File: config.mk
export PLATFORM = sky130hd
export DESIGN_NAME = vga_fb_scanout
export DESIGN_NICKNAME = d
export VERILOG_FILES = /design/src/rtl/vga_fb_scanout.sv
export SDC_FILE = /design/constraint.sdc
export NUM_CORES = 1
export LEC_CHECK = 0
export CAP_MARGIN = 25
export CORE_MARGIN = 3
export CORE_UTILIZATION = 47
export CTS_CLUSTER_DIAMETER = 150
export DETAILED_ROUTE_END_ITERATION = 10
export GPL_TIMING_DRIVEN = 0
export PLACE_DENSITY = 0.72
export SYNTH_ARGS = -nofsm -noshare
export SYNTH_HDL_FRONTEND = slang
export SYNTH_SLANG_ARGS = --single-unit
File: constraint.sdc
create_clock -name pclk -period 1.8 [get_ports pclk]
set_clock_uncertainty 0.1 [all_clocks]
set_input_delay 0.54 -clock pclk [delete_from_list [all_inputs] [get_ports pclk]]
set_output_delay 0.54 -clock pclk [all_outputs]
set_load 0.1 [all_outputs]
File: src/rtl/vga_fb_scanout.sv
// vga_fb_scanout: 640x480@60 raster generator and framebuffer read side.
// Issues one framebuffer read per active pixel and returns the grey sample
// as r/g/b with sync, blank and DE delayed so every output describes the
// same pixel. Total latency from counter state to outputs is RD_LATENCY+2.
module vga_fb_scanout #(
    parameter int unsigned H_ACTIVE   = 640,
    parameter int unsigned H_FP       = 16,
    parameter int unsigned H_SYNC     = 96,
    parameter int unsigned H_BP       = 48,
    parameter int unsigned V_ACTIVE   = 480,
    parameter int unsigned V_FP       = 10,
    parameter int unsigned V_SYNC     = 2,
    parameter int unsigned V_BP       = 33,
    parameter bit          HS_POL     = 1'b0,
    parameter bit          VS_POL     = 1'b0,
    parameter int unsigned RD_LATENCY = 1,
    parameter int unsigned ADDR_W     = 19
) (
    input  logic              pclk,
    input  logic              reset_n,
    output logic              rd_en,
    output logic [ADDR_W-1:0] rd_addr,
    input  logic [7:0]        rd_data,
    output logic [7:0]        r,
    output logic [7:0]        g,
    output logic [7:0]        b,
    output logic              hs,
    output logic              vs,
    output logic              VGA_HB,
    output logic              VGA_VB,
    output logic              VGA_DE,
    output logic              vblank_start
);

    localparam int unsigned H_TOTAL = H_ACTIVE + H_FP + H_SYNC + H_BP;
    localparam int unsigned V_TOTAL = V_ACTIVE + V_FP + V_SYNC + V_BP;
    localparam int unsigned LAT     = RD_LATENCY + 2;
    // One spare bit so the sync end bound fits even when the back porch is 0.
    localparam int unsigned HW      = $clog2(H_TOTAL + 1);
    localparam int unsigned VW      = $clog2(V_TOTAL + 1);

    localparam logic [HW-1:0] H_ACT_C    = HW'(H_ACTIVE);
    localparam logic [HW-1:0] H_SYNC_BEG = HW'(H_ACTIVE + H_FP);
    localparam logic [HW-1:0] H_SYNC_END = HW'(H_ACTIVE + H_FP + H_SYNC);
    localparam logic [HW-1:0] H_LAST     = HW'(H_TOTAL - 1);
    localparam logic [VW-1:0] V_ACT_C    = VW'(V_ACTIVE);
    localparam logic [VW-1:0] V_SYNC_BEG = VW'(V_ACTIVE + V_FP);
    localparam logic [VW-1:0] V_SYNC_END = VW'(V_ACTIVE + V_FP + V_SYNC);
    localparam logic [VW-1:0] V_LAST     = VW'(V_TOTAL - 1);
    localparam logic [ADDR_W-1:0] ADDR_MAX = ADDR_W'(H_ACTIVE * V_ACTIVE - 1);

    // Per-pixel attributes carried down the delay line.
    typedef struct packed {
        logic active;
        logic hsync;
        logic vsync;
        logic hblank;
        logic vblank;
        logic vbs;      // first pixel of line V_ACTIVE
    } pix_t;

    localparam pix_t PIX_BLANK = '{active: 1'b0, hsync: 1'b0, vsync: 1'b0,
                                   hblank: 1'b1, vblank: 1'b1, vbs: 1'b0};

    logic [HW-1:0]     h_q;
    logic [VW-1:0]     v_q;
    logic [ADDR_W-1:0] addr_q;
    logic [ADDR_W-1:0] addr_d;
    logic              h_last;
    logic              v_last;
    pix_t              pix0;
    pix_t [LAT-1:0]    pipe_q;
    pix_t              pix_o;
    logic              rd_en_q;
    logic [ADDR_W-1:0] rd_addr_q;
    logic [7:0]        grey_q;

    // Stage 0 decode of the raster position.
    always_comb begin
        h_last      = (h_q == H_LAST);
        v_last      = (v_q == V_LAST);
        pix0.active = (h_q < H_ACT_C) && (v_q < V_ACT_C);
        pix0.hsync  = (h_q >= H_SYNC_BEG) && (h_q < H_SYNC_END);
        pix0.vsync  = (v_q >= V_SYNC_BEG) && (v_q < V_SYNC_END);
        pix0.hblank = (h_q >= H_ACT_C);
        pix0.vblank = (v_q >= V_ACT_C);
        pix0.vbs    = (h_q == '0) && (v_q == V_ACT_C);
    end

    // Horizontal and vertical raster counters; both wrap together at frame end.
    always_ff @(posedge pclk) begin
        if (!reset_n) begin
            h_q <= '0;
            v_q <= '0;
        end else if (h_last) begin
            h_q <= '0;
            v_q <= v_last ? '0 : v_q + VW'(1);
        end else begin
            h_q <= h_q + HW'(1);
        end
    end

    // Linear address follows active pixels only, so no y*H_ACTIVE multiply is needed.
    // It saturates on the last active pixel and restarts in the last frame cycle.
    always_comb begin
        addr_d = addr_q;
        if (h_last && v_last) begin
            addr_d = '0;
        end else if (pix0.active && (addr_q != ADDR_MAX)) begin
            addr_d = addr_q + ADDR_W'(1);
        end
    end

    // Address counter register.
    always_ff @(posedge pclk) begin
        if (!reset_n) begin
            addr_q <= '0;
        end else begin
            addr_q <= addr_d;
        end
    end

    // Registered framebuffer read port for the stage 0 pixel.
    always_ff @(posedge pclk) begin
        if (!reset_n) begin
            rd_en_q   <= 1'b0;
            rd_addr_q <= '0;
        end else begin
            rd_en_q   <= pix0.active;
            rd_addr_q <= addr_q;
        end
    end

    // Attribute delay line matching the read path latency.
    always_ff @(posedge pclk) begin
        if (!reset_n) begin
            pipe_q <= {LAT{PIX_BLANK}};
        end else begin
            pipe_q <= {pipe_q[LAT-2:0], pix0};
        end
    end

    // Capture the returned sample; forced to black so blanking never shows rd_data.
    always_ff @(posedge pclk) begin
        if (!reset_n) begin
            grey_q <= 8'h00;
        end else begin
            grey_q <= pipe_q[LAT-2].active ? rd_data : 8'h00;
        end
    end

    // Output drive from the last delay stage.
    always_comb begin
        pix_o        = pipe_q[LAT-1];
        rd_en        = rd_en_q;
        rd_addr      = rd_addr_q;
        r            = grey_q;
        g            = grey_q;
        b            = grey_q;
        hs           = pix_o.hsync ? HS_POL : ~HS_POL;
        vs           = pix_o.vsync ? VS_POL : ~VS_POL;
        VGA_HB       = pix_o.hblank;
        VGA_VB       = pix_o.vblank;
        // active is exactly ~(hblank | vblank) by construction of stage 0.
        VGA_DE       = pix_o.active;
        vblank_start = pix_o.vbs;
    end

endmodule

==> impl_results.md <==
* Status: finished clean
* Max incr delay on CP at 0.43 ns
* Slowest-stage cell, CP: or3_4
* Grt total ovfl at 0
* Crit-path max FO at 7
* Initial drt markers at 141
* Largest net degree at the start of global routing at 14
* Antenna cells at 0
* Total Power at 3350 µW
* Die Span Y at 90.04 µm
* Syn_nets at 362
* Io pins at 60
* Maxcap violations at 0
* Cell variety after synth at 38
* Most frequent cells after synthesis: dfxtp_1 (84), nor2_1 (41), and2_1 (27), buf_4 (17), nand2_1 (17)
* Int Pwr at 2462 µW
* Cell row count at 30
* CTS Sinks at 84
* Critical Path Start: h_q[6]
* RR Startpoint: h_q[6]
* Period utilisation layout at 99.68%
* Clock Root Buffer: clkbuf_8
* Pwr per Cell Area at 772.1 nW/µm²
* Reg power frac at 56.8%
* Worst vdd ir at 406.7 µV
* ANT nets after route at 0
* CTS clock-pin slew for the worst setup and hold paths at 0.08 ns
* Fill cells at 568
* Pre-CTS setup slack at -0.3852 ns
* Hold Worst Slack at 0.3070 ns
* Nets at 449
* CTS Hold Bufs at 0
* Net switching fraction of the power at 26.51%
* Die Area at 8107 µm²
* Final setup vio count at 0
* Proportion of layout cells with a drive suffix above 1 at 36.38%
* Startpoint types: flip-flop
* Number of synthesized flops with an enable pin at 0
* Worst-margin pin slew at 0.5210 ns
* #FFs+latches synth at 84
* Core box area at 6832 µm²
* Synth area leader: dfxtp_1
* DRC viols at 0
* DP Cell Count at 500
* Top_reg_cell synth: dfxtp_1
* Post-DR wirelength/cell at 13.47 µm
* Slew headroom at 65.27%
* Synthesized instance count at 346
* Mapped Area at 3319 µm²
* RSZ-0062 raised after global routing: true
* Hold Crit Start: pipe_q[8]
* Comb pwr share at 9.6%
* CP required at 1.93 ns
* Total track usage at 17.41%
* Design Area, Final at 4339 µm²
* Setup crit end kind: flip-flop
* Initial antenna violation count at 0
* Vias in the first global route at 2520
* Clock Power Share at 33.6%
* Chip width at 90.04 µm
* Mux cell area share after synthesis at 0.3015%
* Area Overhead vs Synth at 30.72%
* Max frequency at 557.4 MHz
* Post-DP HPWL at 4565 µm
* Area contributors post-synth: dfxtp_1 (51%), and2_1 (5.1%), nor2_1 (4.6%), xor2_1 (4.2%), buf_4 (3.8%)
* Worst hold path class: reg -> reg
* Slew Limit Fails at 0
* Leak at 0.001825 µW
* Asr flop ratio synth at 0%
* Avg Cell Area, Syn at 9.594 µm²
* Most common cell in the netlist: dfxtp_1
* Crit path setup slack, layout at 0.005826 ns
* Vias per cell at 5.079
* CTS tree: done
* Switch Pwr at 888.1 µW
* Gpl congestion at 0.8327
* Post-DP Area at 4038 µm²
* Port Buffers at 58
* Drt total wl at 7177 µm
* Simple-gate area share of the yosys netlist at 26.23%
* R2R setup slack at 0.006 ns
* Crit path time final at 1.794 ns
* Vias at 2707
* DRT Pass-1 Iters at 4
* Yosys top cell area share at 50.66%
* CTS Buf Count at 9
* Clk buf depth at 2
* Warnings, synthesis at 0
* Final hold vios at 0
* First-pass GRT wire length at 11610 µm
* Crit path kind: reg -> reg
* CTS H-Tree Depth at 3
* Compound-gate portion of the synthesized area at 6.785%
* Finished Layout Cells at 533
* Adder-cell area share of the yosys netlist at 2.262%
* Clk_lat worst skew at 0.35 ns
* Initial Util at 48.59%
* Largest family of logic cells by synthesized area: simple AND/OR/NAND/NOR gates
* Crit path DAT at 1.93 ns
* Register area share after synthesis at 50.66%
* Critical-path cell list: or3_4 -> buf_4 -> nor3_2 -> nand2_1 -> nand2_4 -> buf_6 -> a21oi_1
* XOR/XNOR share of the synthesized area at 7.388%
==> state kept, by name, summed over array words and instances (netlist names) <==
signal	flops
VGA_DE	1
VGA_HB	1
VGA_VB	1
addr_q	19
b	8
h_q	10
pipe_q	14
rd_addr	19
v_q	10
vblank_start	1
==> power groups by stage <==
stage          logic, µW  clock network (µW)  registers (µW)
2_1_floorplan        142                   0            2040
3_3_place_gp         307                   0            1950
3_5_place_dp         311                   0            1960
4_1_cts              315                1150            1910
5_1_grt              339                1240            1910
6_report             322                1120            1900
==> metrics by stage <==
stage / setup TNS, ns / utilization [%]
finish: 0 / 63.52
global route: -0.8704 / 63.52
CTS: -0.02007 / 60.71
detailed placement: -23.70 / 59.10
global placement: -22.94 / 59.10
floorplan: 0 / -
==> layout by cell type, fill, tap and decap left out, types with 8 or more instances in the layout <==
cell	synthesis	layout
clkdlybuf4s50_1	0	8
nor2_1	41	40
dfxtp_2	0	16
nand4_1	12	12
inv_1	10	8
buf_4	17	53
nand3_1	15	13
and3_1	15	13
xnor2_1	12	12
buf_2	4	31
dfxtp_4	0	8
xor2_1	16	16
clkbuf_8	0	9
dfxtp_1	84	60
and2_1	27	27
a21oi_1	11	8
nand2_1	17	14
==> cell type report <==
type	instances	area [µm²]	share of cell area, %
timing repair buffer	80	546.8	12.60
clock buffer	11	131.4	3.028
sequential	84	1732	39.91
multi-input combinational	224	1568	36.13
inverter	10	37.54	0.8651
clock inverter	4	27.53	0.6344
buffer	24	176.4	4.066
tap	96	120.1	2.768
==> what timing repair did <==
item                                    4_1_cts  5_1_grt
buffers inserted                             11       11
pin swaps                                     7       16
endpoints found under the setup margin       85       38
gates resized for setup                     289       43
==> logic make-up after synthesis <==
kind of cell,after synthesis
AND/OR/NAND/NOR,161
flip-flops,84
buffers and inverters,38
AO/OA/AOI/OAI,28
XOR/XNOR,28
adder cells (fa/ha/maj),6
multiplexers,1
==> worst max-delay path: cells and delay by family (launching register included) <==
| kind | cells | cell delay [ns] |
|---|---|---|
| compound gates | 1 | 0.05 |
| flops | 1 | 0.36 |
| buf+inv | 2 | 0.30 |
| simple gates | 4 | 0.88 |
==> path summary, 6_finish.rpt <==
check / to / cells after the start
worst max register to register: addr_q[12] / 7
worst max-delay path: addr_q[12] / 7
worst min register to register: VGA_HB / 1
worst min-delay path: VGA_HB / 1
==> metal layers <==
layer  GRT usage (%)  part of all wire, %
met1           21.26                   45
met2           27.69                   47
met3           4.268                  5.6
met4           10.46                  1.9
met5               0                    0
No activity file was read; power rests on OpenSTA's default activity.
